[src/rtl/multichannel_gain_pkg.sv]
// Shared types and constant helpers for the multichannel gain stage.
package multichannel_gain_pkg;

  typedef enum logic [1:0] {
    S_IDLE  = 2'd0,
    S_MUL   = 2'd1,
    S_WRITE = 2'd2
  } state_t;

  // Constants are built wide and truncated by the caller to the real width.
  localparam int CONST_W = 128;

  function automatic logic [CONST_W-1:0] unity_gain(input int frac_bits);
    return CONST_W'(1) << frac_bits;
  endfunction

  function automatic logic [CONST_W-1:0] sample_max(input int data_size);
    return (CONST_W'(1) << (data_size - 1)) - CONST_W'(1);
  endfunction

  function automatic logic [CONST_W-1:0] sample_min(input int data_size);
    return ~sample_max(data_size);
  endfunction

  function automatic int sel_width(input int num_channels);
    return (num_channels > 1) ? $clog2(num_channels) : 1;
  endfunction

endpackage

[src/rtl/multichannel_gain_if.sv]
// FIFO-side streams plus gain/mute/clip control of the multichannel gain stage.
interface multichannel_gain_if
  import multichannel_gain_pkg::*;
#(
  parameter int DATA_SIZE    = 32,
  parameter int NUM_CHANNELS = 2,
  parameter int GAIN_BITS    = 16,
  parameter int SEL_W        = sel_width(NUM_CHANNELS)
) ();

  logic [NUM_CHANNELS-1:0]           x_in_empty;
  logic [NUM_CHANNELS-1:0]           x_in_rd_en;
  logic [NUM_CHANNELS*DATA_SIZE-1:0] x_in_dout;
  logic [NUM_CHANNELS-1:0]           y_out_full;
  logic [NUM_CHANNELS-1:0]           y_out_wr_en;
  logic [NUM_CHANNELS*DATA_SIZE-1:0] y_out_din;
  logic                              gain_wr_en;
  logic [SEL_W-1:0]                  gain_sel;
  logic [GAIN_BITS-1:0]              gain_din;
  logic                              mute;
  logic [NUM_CHANNELS-1:0]           clip;
  logic                              clip_clr;

  modport master (
    output x_in_empty, x_in_dout, y_out_full,
    output gain_wr_en, gain_sel, gain_din, mute, clip_clr,
    input  x_in_rd_en, y_out_wr_en, y_out_din, clip
  );

  modport slave (
    input  x_in_empty, x_in_dout, y_out_full,
    input  gain_wr_en, gain_sel, gain_din, mute, clip_clr,
    output x_in_rd_en, y_out_wr_en, y_out_din, clip
  );

endinterface

[src/rtl/gain_scale_sat.sv]
// One channel: capture sample+gain, registered multiply/shift, then
// saturate (or wrap) with sticky clip detection on the write cycle.
module gain_scale_sat
  import multichannel_gain_pkg::*;
#(
  parameter int DATA_SIZE = 32,
  parameter int GAIN_BITS = 16,
  parameter int FRAC_BITS = 10,
  parameter bit SATURATE  = 1'b1
) (
  input  logic                 clock,
  input  logic                 reset,
  input  logic                 load_i,
  input  logic                 mul_i,
  input  logic                 wr_i,
  input  logic                 mute_i,
  input  logic                 clip_clr_i,
  input  logic [DATA_SIZE-1:0] x_i,
  input  logic [GAIN_BITS-1:0] gain_i,
  output logic [DATA_SIZE-1:0] y_o,
  output logic                 clip_o
);

  localparam int PW = DATA_SIZE + GAIN_BITS + 1;
  localparam logic [DATA_SIZE-1:0] SMAX = DATA_SIZE'(sample_max(DATA_SIZE));
  localparam logic [DATA_SIZE-1:0] SMIN = DATA_SIZE'(sample_min(DATA_SIZE));

  logic [DATA_SIZE-1:0] x_q, x_d;
  logic [GAIN_BITS-1:0] g_q, g_d;
  logic signed [PW-1:0] xe, ge, p, r_q, r_d;
  logic [DATA_SIZE-1:0] y_q, y_d, y_sat;
  logic                 ovf, clip_q, clip_d;

  // Gain is unsigned, so it is zero-extended before the signed multiply.
  assign xe = {{(GAIN_BITS+1){x_q[DATA_SIZE-1]}}, x_q};
  assign ge = {{(DATA_SIZE+1){1'b0}}, g_q};
  assign p  = xe * ge;

  // Overflow when the bits above the result's sign bit are not a pure sign extension.
  assign ovf = ~((&r_q[PW-1:DATA_SIZE-1]) | ~(|r_q[PW-1:DATA_SIZE-1]));

  always_comb begin
    x_d = load_i ? x_i : x_q;
    g_d = load_i ? gain_i : g_q;
    r_d = mul_i ? (p >>> FRAC_BITS) : r_q;

    y_sat = r_q[DATA_SIZE-1:0];
    if (SATURATE && ovf) y_sat = r_q[PW-1] ? SMIN : SMAX;

    y_d = y_q;
    if (wr_i) y_d = mute_i ? '0 : y_sat;

    clip_d = clip_q;
    if (clip_clr_i) clip_d = 1'b0;
    if (wr_i && !mute_i && ovf) clip_d = 1'b1;
  end

  always_ff @(posedge clock) begin
    if (!reset) begin
      x_q    <= '0;
      g_q    <= '0;
      r_q    <= '0;
      y_q    <= '0;
      clip_q <= 1'b0;
    end else begin
      x_q    <= x_d;
      g_q    <= g_d;
      r_q    <= r_d;
      y_q    <= y_d;
      clip_q <= clip_d;
    end
  end

  assign y_o    = y_d;
  assign clip_o = clip_q;

endmodule

[src/rtl/multichannel_gain.sv]
// Lockstep per-channel programmable gain: FSM and gain registers here,
// arithmetic in one gain_scale_sat per channel.
module multichannel_gain
  import multichannel_gain_pkg::*;
#(
  parameter int DATA_SIZE    = 32,
  parameter int NUM_CHANNELS = 2,
  parameter int GAIN_BITS    = 16,
  parameter int FRAC_BITS    = 10,
  parameter bit SATURATE     = 1'b1
) (
  input  logic               clock,
  input  logic               reset,
  multichannel_gain_if.slave bus
);

  localparam int SEL_W = sel_width(NUM_CHANNELS);
  localparam logic [GAIN_BITS-1:0] UNITY = GAIN_BITS'(unity_gain(FRAC_BITS));

  state_t state_q, state_d;
  logic   frame_rdy, rd, mul, wr;
  logic [NUM_CHANNELS-1:0][DATA_SIZE-1:0] y_w;
  logic [NUM_CHANNELS-1:0]                clip_w;

  // A frame starts only when every input has data and every output has room.
  assign frame_rdy = ~(|bus.x_in_empty) & ~(|bus.y_out_full);

  always_ff @(posedge clock) begin
    if (!reset) state_q <= S_IDLE;
    else        state_q <= state_d;
  end

  always_comb begin
    state_d = state_q;
    case (state_q)
      S_IDLE:  if (frame_rdy) state_d = S_MUL;
      S_MUL:   state_d = S_WRITE;
      S_WRITE: state_d = S_IDLE;
      default: state_d = S_IDLE;
    endcase
  end

  // Strobes are masked while reset is held so no FIFO is touched in reset.
  always_comb begin
    rd  = 1'b0;
    mul = 1'b0;
    wr  = 1'b0;
    if (reset) begin
      case (state_q)
        S_IDLE:  rd  = frame_rdy;
        S_MUL:   mul = 1'b1;
        S_WRITE: wr  = 1'b1;
        default: ;
      endcase
    end
  end

  assign bus.x_in_rd_en  = {NUM_CHANNELS{rd}};
  assign bus.y_out_wr_en = {NUM_CHANNELS{wr}};
  assign bus.clip        = clip_w;

  for (genvar c = 0; c < NUM_CHANNELS; c++) begin : g_lane
    logic [GAIN_BITS-1:0] gain_q;

    // Out-of-range selects never match any lane and are dropped.
    always_ff @(posedge clock) begin
      if (!reset)
        gain_q <= UNITY;
      else if (bus.gain_wr_en && (bus.gain_sel == SEL_W'(c)))
        gain_q <= bus.gain_din;
    end

    gain_scale_sat #(
      .DATA_SIZE (DATA_SIZE),
      .GAIN_BITS (GAIN_BITS),
      .FRAC_BITS (FRAC_BITS),
      .SATURATE  (SATURATE)
    ) u_lane (
      .clock      (clock),
      .reset      (reset),
      .load_i     (rd),
      .mul_i      (mul),
      .wr_i       (wr),
      .mute_i     (bus.mute),
      .clip_clr_i (bus.clip_clr),
      .x_i        (bus.x_in_dout[c*DATA_SIZE +: DATA_SIZE]),
      .gain_i     (gain_q),
      .y_o        (y_w[c]),
      .clip_o     (clip_w[c])
    );

    assign bus.y_out_din[c*DATA_SIZE +: DATA_SIZE] = y_w[c];
  end

endmodule

[src/flat_wrapper.sv]
// flat-port wrapper written by rule: the top's interface ports become plain ports
module multichannel_gain_flat import multichannel_gain_pkg::*;
#(
  parameter int DATA_SIZE    = 32,
  parameter int NUM_CHANNELS = 2,
  parameter int GAIN_BITS    = 16,
  parameter int FRAC_BITS    = 10,
  parameter bit SATURATE     = 1'b1
)
  (clock, reset, bus_x_in_empty, bus_x_in_dout, bus_y_out_full, bus_gain_wr_en, bus_gain_sel, bus_gain_din, bus_mute, bus_clip_clr, bus_x_in_rd_en, bus_y_out_wr_en, bus_y_out_din, bus_clip);
  multichannel_gain_if #(.DATA_SIZE(DATA_SIZE), .NUM_CHANNELS(NUM_CHANNELS), .GAIN_BITS(GAIN_BITS)) bus_i ();
  input  logic clock;
  input  logic reset;
  input wire logic [$bits(bus_i.x_in_empty)-1:0] bus_x_in_empty;
  input wire logic [$bits(bus_i.x_in_dout)-1:0] bus_x_in_dout;
  input wire logic [$bits(bus_i.y_out_full)-1:0] bus_y_out_full;
  input wire logic [$bits(bus_i.gain_wr_en)-1:0] bus_gain_wr_en;
  input wire logic [$bits(bus_i.gain_sel)-1:0] bus_gain_sel;
  input wire logic [$bits(bus_i.gain_din)-1:0] bus_gain_din;
  input wire logic [$bits(bus_i.mute)-1:0] bus_mute;
  input wire logic [$bits(bus_i.clip_clr)-1:0] bus_clip_clr;
  output wire logic [$bits(bus_i.x_in_rd_en)-1:0] bus_x_in_rd_en;
  output wire logic [$bits(bus_i.y_out_wr_en)-1:0] bus_y_out_wr_en;
  output wire logic [$bits(bus_i.y_out_din)-1:0] bus_y_out_din;
  output wire logic [$bits(bus_i.clip)-1:0] bus_clip;
  assign bus_i.x_in_empty = bus_x_in_empty;
  assign bus_i.x_in_dout = bus_x_in_dout;
  assign bus_i.y_out_full = bus_y_out_full;
  assign bus_i.gain_wr_en = bus_gain_wr_en;
  assign bus_i.gain_sel = bus_gain_sel;
  assign bus_i.gain_din = bus_gain_din;
  assign bus_i.mute = bus_mute;
  assign bus_i.clip_clr = bus_clip_clr;
  assign bus_x_in_rd_en = bus_i.x_in_rd_en;
  assign bus_y_out_wr_en = bus_i.y_out_wr_en;
  assign bus_y_out_din = bus_i.y_out_din;
  assign bus_clip = bus_i.clip;
  multichannel_gain #(.DATA_SIZE(DATA_SIZE), .NUM_CHANNELS(NUM_CHANNELS), .GAIN_BITS(GAIN_BITS), .FRAC_BITS(FRAC_BITS), .SATURATE(SATURATE)) u_core (.clock(clock), .reset(reset), .bus(bus_i));
endmodule
[config.mk]
export PLATFORM = sky130hd
export DESIGN_NAME = multichannel_gain_flat
export DESIGN_NICKNAME = d
export VERILOG_FILES = /design/src/rtl/multichannel_gain_pkg.sv /design/src/rtl/multichannel_gain_if.sv /design/src/rtl/gain_scale_sat.sv /design/src/rtl/multichannel_gain.sv /design/src/flat_wrapper.sv
export SDC_FILE = /design/constraint.sdc
export NUM_CORES = 2
export LEC_CHECK = 0
export CORE_MARGIN = 1
export CORE_UTILIZATION = 65
export CTS_BUF_LIST = sky130_fd_sc_hd__clkbuf_8
export CTS_CLUSTER_DIAMETER = 120
export DETAILED_ROUTE_END_ITERATION = 10
export HOLD_SLACK_MARGIN = 0.15
export PLACE_DENSITY = 0.87
export SLEW_MARGIN = 20
export SYNTH_ARGS = -nofsm -noshare
export SYNTH_HDL_FRONTEND = slang
export SYNTH_HIERARCHICAL = 1
export SYNTH_SLANG_ARGS = --single-unit
[constraint.sdc]
create_clock -name clock -period 10.26 [get_ports clock]
set_clock_uncertainty 0.05 [all_clocks]
set_input_delay 2.052 -clock clock [delete_from_list [all_inputs] [get_ports clock]]
set_output_delay 2.052 -clock clock [all_outputs]
set_load 0.1 [all_outputs]
==> impl_metrics.py <==
metrics = {
    "detailed_routing": {
        "drt_wl_total_um": 113000,
        "dr_total_vias": 35200,
        "drtPass1Iterations": 5,
        "initialDrtViolationCount": 2729,
        "drc": 0,
        "drtAntennaViolNets": 0,
        "wl_per_cell_um": 18.4,
        "viasPerCell": 5.71,
    },
    "synth": {
        "netlist_area_um2": 46500,
        "synth.avg_cell_area_um2": 8.93,
        "synth_compound_area_share_pct": 6.09,
        "yosysSeqAreaShare_pct": 11.8,
        "synth_top_family_by_area": "adder cells",
        "synthXorXnorAreaFrac_pct": 1.52,
        "ys.flop_type": "dfxtp_1",
        "synth-edff-count": 0,
        "synth_fa_ha_area_share_pct": 48.1,
        "synthArstFlopShare_pct": 0,
        "synth_simple_gate_area_share_pct": 16.5,
        "postSynthCellCount": 5212,
        "synthesis.nets": 6506,
        "ys_warn_count": 6,
        "ys_types": 90,
        "synth.area.mux_share_pct": 3.57,
        "ys_ff_latch": 274,
    },
    "cts": {
        "cts_buffer_depth": 3,
        "clock-root-buffer": "clkbuf_8",
        "cts_sinks": 274,
        "clk_pin_slew_ps": 60,
        "cts.repair.resized": 0,
        "holdBufCountCts": 0,
        "post-cts-setup-buffers": 0,
        "h-tree-depth": 2,
        "clock_latency_ps": 680,
        "cts_tree": "done",
        "cts_buffers": 49,
    },
    "floorplan": {
        "fp.dieW_um": 270,
        "start_util_pct": 66.1,
        "die_h_um": 270,
        "die-area_um2": 72700,
        "rows": 97,
        "core_area_um2": 70400,
        "io_pins": 160,
    },
    "critical_path": {
        "worst_setup_path_start_kind": "input pin",
        "slowest_delay_ps": 1200,
        "required_ps": 8160,
        "worst_path_dominant_cell_family": "buffers and inverters",
        "end_kind": "output port",
        "cp.arrival_ps": 5650,
        "worstPathMaxFanout": 64,
        "worst_r2r_path_depth": 21,
        "rr_endpoint": "u_core/g_lane[0].u_lane/r_q[33]$_SDFFE_PN0P_",
        "criticalPathCategory": "in2out",
        "ff2ff_setup_slack_ps": 3110,
        "path_cells": "buf_6, and3b_2, buf_4, nor2b_1, nand2_1, buf_4, o22ai_1, clkdlybuf4s50_1",
        "critPathBufInv": 4,
        "reg2reg_from": "u_core/g_lane[0].u_lane/g_q[2]$_SDFFE_PN0P_",
        "critical_path_depth": 8,
        "crit_top_cell": "buf_4",
        "cpMaxStageDelayCell": "clkdlybuf4s50_1",
    },
    "place": {
        "hpwl_um": 87000,
        "io_buffer_count": 159,
        "pre_cts_ws_ps": 2570,
        "gp_congestion": 0.932,
        "post_dp_cell_area_um2": 48500,
    },
    "timing": {
        "finalSetupTns_ps": 0,
        "clock.fmax_mhz": 129,
        "rsz0062_at_grt": "false",
        "setup_viol": 0,
        "worst_slack_ps": 2500,
        "finalCritPeriodShare_pct": 75.6,
        "finalCriticalPeriod_ps": 7760,
        "hold_viol": 0,
        "finalMaxSlewViolations": 0,
        "tightestPinTransition_ps": 1100,
        "relSlewSlack_pct": 26.6,
    },
    "finish": {
        "layout.nets": 6485,
        "fin_area_um2": 49600,
        "fillers": 5134,
        "area_growth_pct": 6.59,
        "final_layout_size_suffix_gt1_share_pct": 3.16,
    },
    "global_routing": {
        "antenna_found_initial": 3,
        "grt_overflow": 0,
        "grt_max_degree": 100,
        "grt_use_total_pct": 32.6,
        "use_met3_pct": 7.51,
        "gr-usage-met1_pct": 40.8,
        "grt_pass1_vias": 38400,
        "grt-busiest-layer": "met2",
        "use_met2_pct": 53.5,
        "grt_pass1_wl_um": 190000,
    },
    "min_path": {
        "hp-start": "u_core/g_lane[1].u_lane/r_q[25]$_SDFFE_PN0P_",
        "min_path_cells": 2,
        "hold_class": "reg2reg",
        "min_to": "u_core/g_lane[1].u_lane/r_q[25]$_SDFFE_PN0P_",
    },
    "power": {
        "vdd_drop_max_v": 0.000107,
        "p_leak_nw": 24.3,
        "powerDensity_nw_per_um2": 46.9,
    },
    "outcome": {
        "status": "completed",
    },
    "run": {
        "drv_cap": 0,
    },
}
==> worst reg2reg max path, delay by kind of cell (launching register included) <==
family                     cells  cell delay (ps)
DFF                            1              800
buffers and inverters          4              530
adders and majority gates      7             3380
muxes                          1              110
AOI/OAI and AO/OA              7             1780
and+or+nand+nor                2              340
==> sequential cells by signal, indices dropped and copies added (netlist names) <==
| register | count |
|---|---|
| u_core/g_lane.u_lane/clip_o | 2 |
| u_core/g_lane.u_lane/g_q | 32 |
| u_core/g_lane.u_lane/x_q | 64 |
| u_core/state_q | 2 |
| u_core/g_lane.u_lane/y_q | 64 |
| u_core/g_lane.u_lane/r_q | 78 |
| u_core/g_lane.gain_q | 32 |
==> area by class of cell <==
class / count / area [µm²] / area share (%)
Antenna cell: 2 / 5.00 / 0.0101
Clock buffer: 56 / 771 / 1.55
Multi-Input combinational cell: 3414 / 35300 / 71.1
Timing Repair Buffer: 203 / 1920 / 3.88
Inverter: 1249 / 4690 / 9.45
Clock inverter: 30 / 269 / 0.542
Tap cell: 940 / 1180 / 2.37
Sequential cell: 274 / 5490 / 11.1
==> report_power, final <==
part / internal, mW / switching (mW)
combinational: 0.0547 / 0.0639
sequential: 1.08 / 0.0255
clock: 0.623 / 0.485
==> through the flow <==
stage                     hold WS, ps  util (%)  total power [mW]  instances
final                             409      70.5              2.33       6168
after detailed placement          396      69.0              1.24       6080
after floorplan                   376         -              1.17       5212
after global routing              429      70.4              2.41       6167
after CTS                         404      70.4              2.34       6166
after global placement            391      69.0              1.24       6080
==> Yosys cell counts (4+ instances only) <==
| library cell | instances | area share, % |
|---|---|---|
| inv_1 | 1248 | 10 |
| fa_1 | 974 | 42 |
| nand2_1 | 678 | 5.5 |
| and2_1 | 528 | 7.1 |
| dfxtp_1 | 274 | 12 |
| clkbuf_1 | 241 | 1.9 |
| ha_1 | 230 | 6.2 |
| mux2i_1 | 165 | 3.5 |
| nor2_1 | 148 | 1.2 |
| a21oi_1 | 112 | 1.2 |
| nor2b_1 | 74 | 0.99 |
| o22ai_1 | 64 | 0.86 |
| o21ai_0 | 53 | 0.57 |
| xnor2_1 | 49 | 0.92 |
| nand3_1 | 37 | 0.40 |
| a21o_1 | 35 | 0.56 |
| xor2_1 | 32 | 0.60 |
| nand4_1 | 26 | 0.35 |
| buf_2 | 13 | 0.14 |
| o21a_1 | 13 | 0.21 |
| nand2b_1 | 12 | 0.16 |
| a31oi_1 | 11 | 0.15 |
| a211oi_1 | 10 | 0.16 |
| and3_1 | 10 | 0.13 |
| nor3_1 | 10 | 0.11 |
| o211ai_1 | 10 | 0.16 |
| o21ai_1 | 10 | 0.11 |
| buf_4 | 9 | 0.15 |
| buf_1 | 8 | 0.065 |
| o21bai_1 | 8 | 0.13 |
| nor4_1 | 7 | 0.094 |
| a221o_1 | 6 | 0.13 |
| nand3b_1 | 6 | 0.097 |
| a211oi_2 | 5 | 0.13 |
| o211a_1 | 5 | 0.11 |
| o31ai_1 | 5 | 0.081 |
| or3_1 | 5 | 0.067 |
| a21oi_2 | 4 | 0.075 |
| o21ai_2 | 4 | 0.075 |
==> per-layer routing <==
layer	routed length (µm)	share of wire, %
met1	42200	37
met3	11400	10
met4	5870	5.2
met5	12	0.011
met2	53800	47
==> kinds of logic after synthesis <==
| logic type | count (synthesis) |
|---|---|
| multiplexers | 166 |
| adder cells (fa/ha/maj) | 1204 |
| flip-flops | 274 |
| XOR/XNOR | 81 |
| buffers and inverters | 1524 |
| AO/OA/AOI/OAI | 407 |
| AND/OR/NAND/NOR | 1556 |
==> worst max-delay path by stage <==
stage          start                end
6_report       reset  bus_y_out_din[48]
5_1_grt        reset  bus_y_out_din[48]
4_1_cts        reset  bus_y_out_din[48]
3_5_place_dp   reset  bus_y_out_din[48]
3_3_place_gp   reset  bus_y_out_din[43]
2_1_floorplan  reset  bus_y_out_din[31]
==> cell usage in the layout (no fill, tap or decap), types with 8 or more instances in the layout <==
cell type        instances
inv_1                 1266
fa_1                   974
nand2_1                678
and2_1                 528
dfxtp_1                270
ha_1                   230
mux2i_1                165
clkdlybuf4s50_1        158
nor2_1                 146
a21oi_1                111
nor2b_1                 74
o22ai_1                 64
clkbuf_8                56
o21ai_0                 53
xnor2_1                 49
buf_4                   44
nand3_1                 37
a21o_1                  35
xor2_1                  32
nand4_1                 26
o21a_1                  13
nand2b_1                12
a31oi_1                 11
o211ai_1                10
and3_1                  10
a211oi_1                10
nor3_1                  10
o21ai_1                  9
o21bai_1                 8
(Power assumes the default switching activity.)
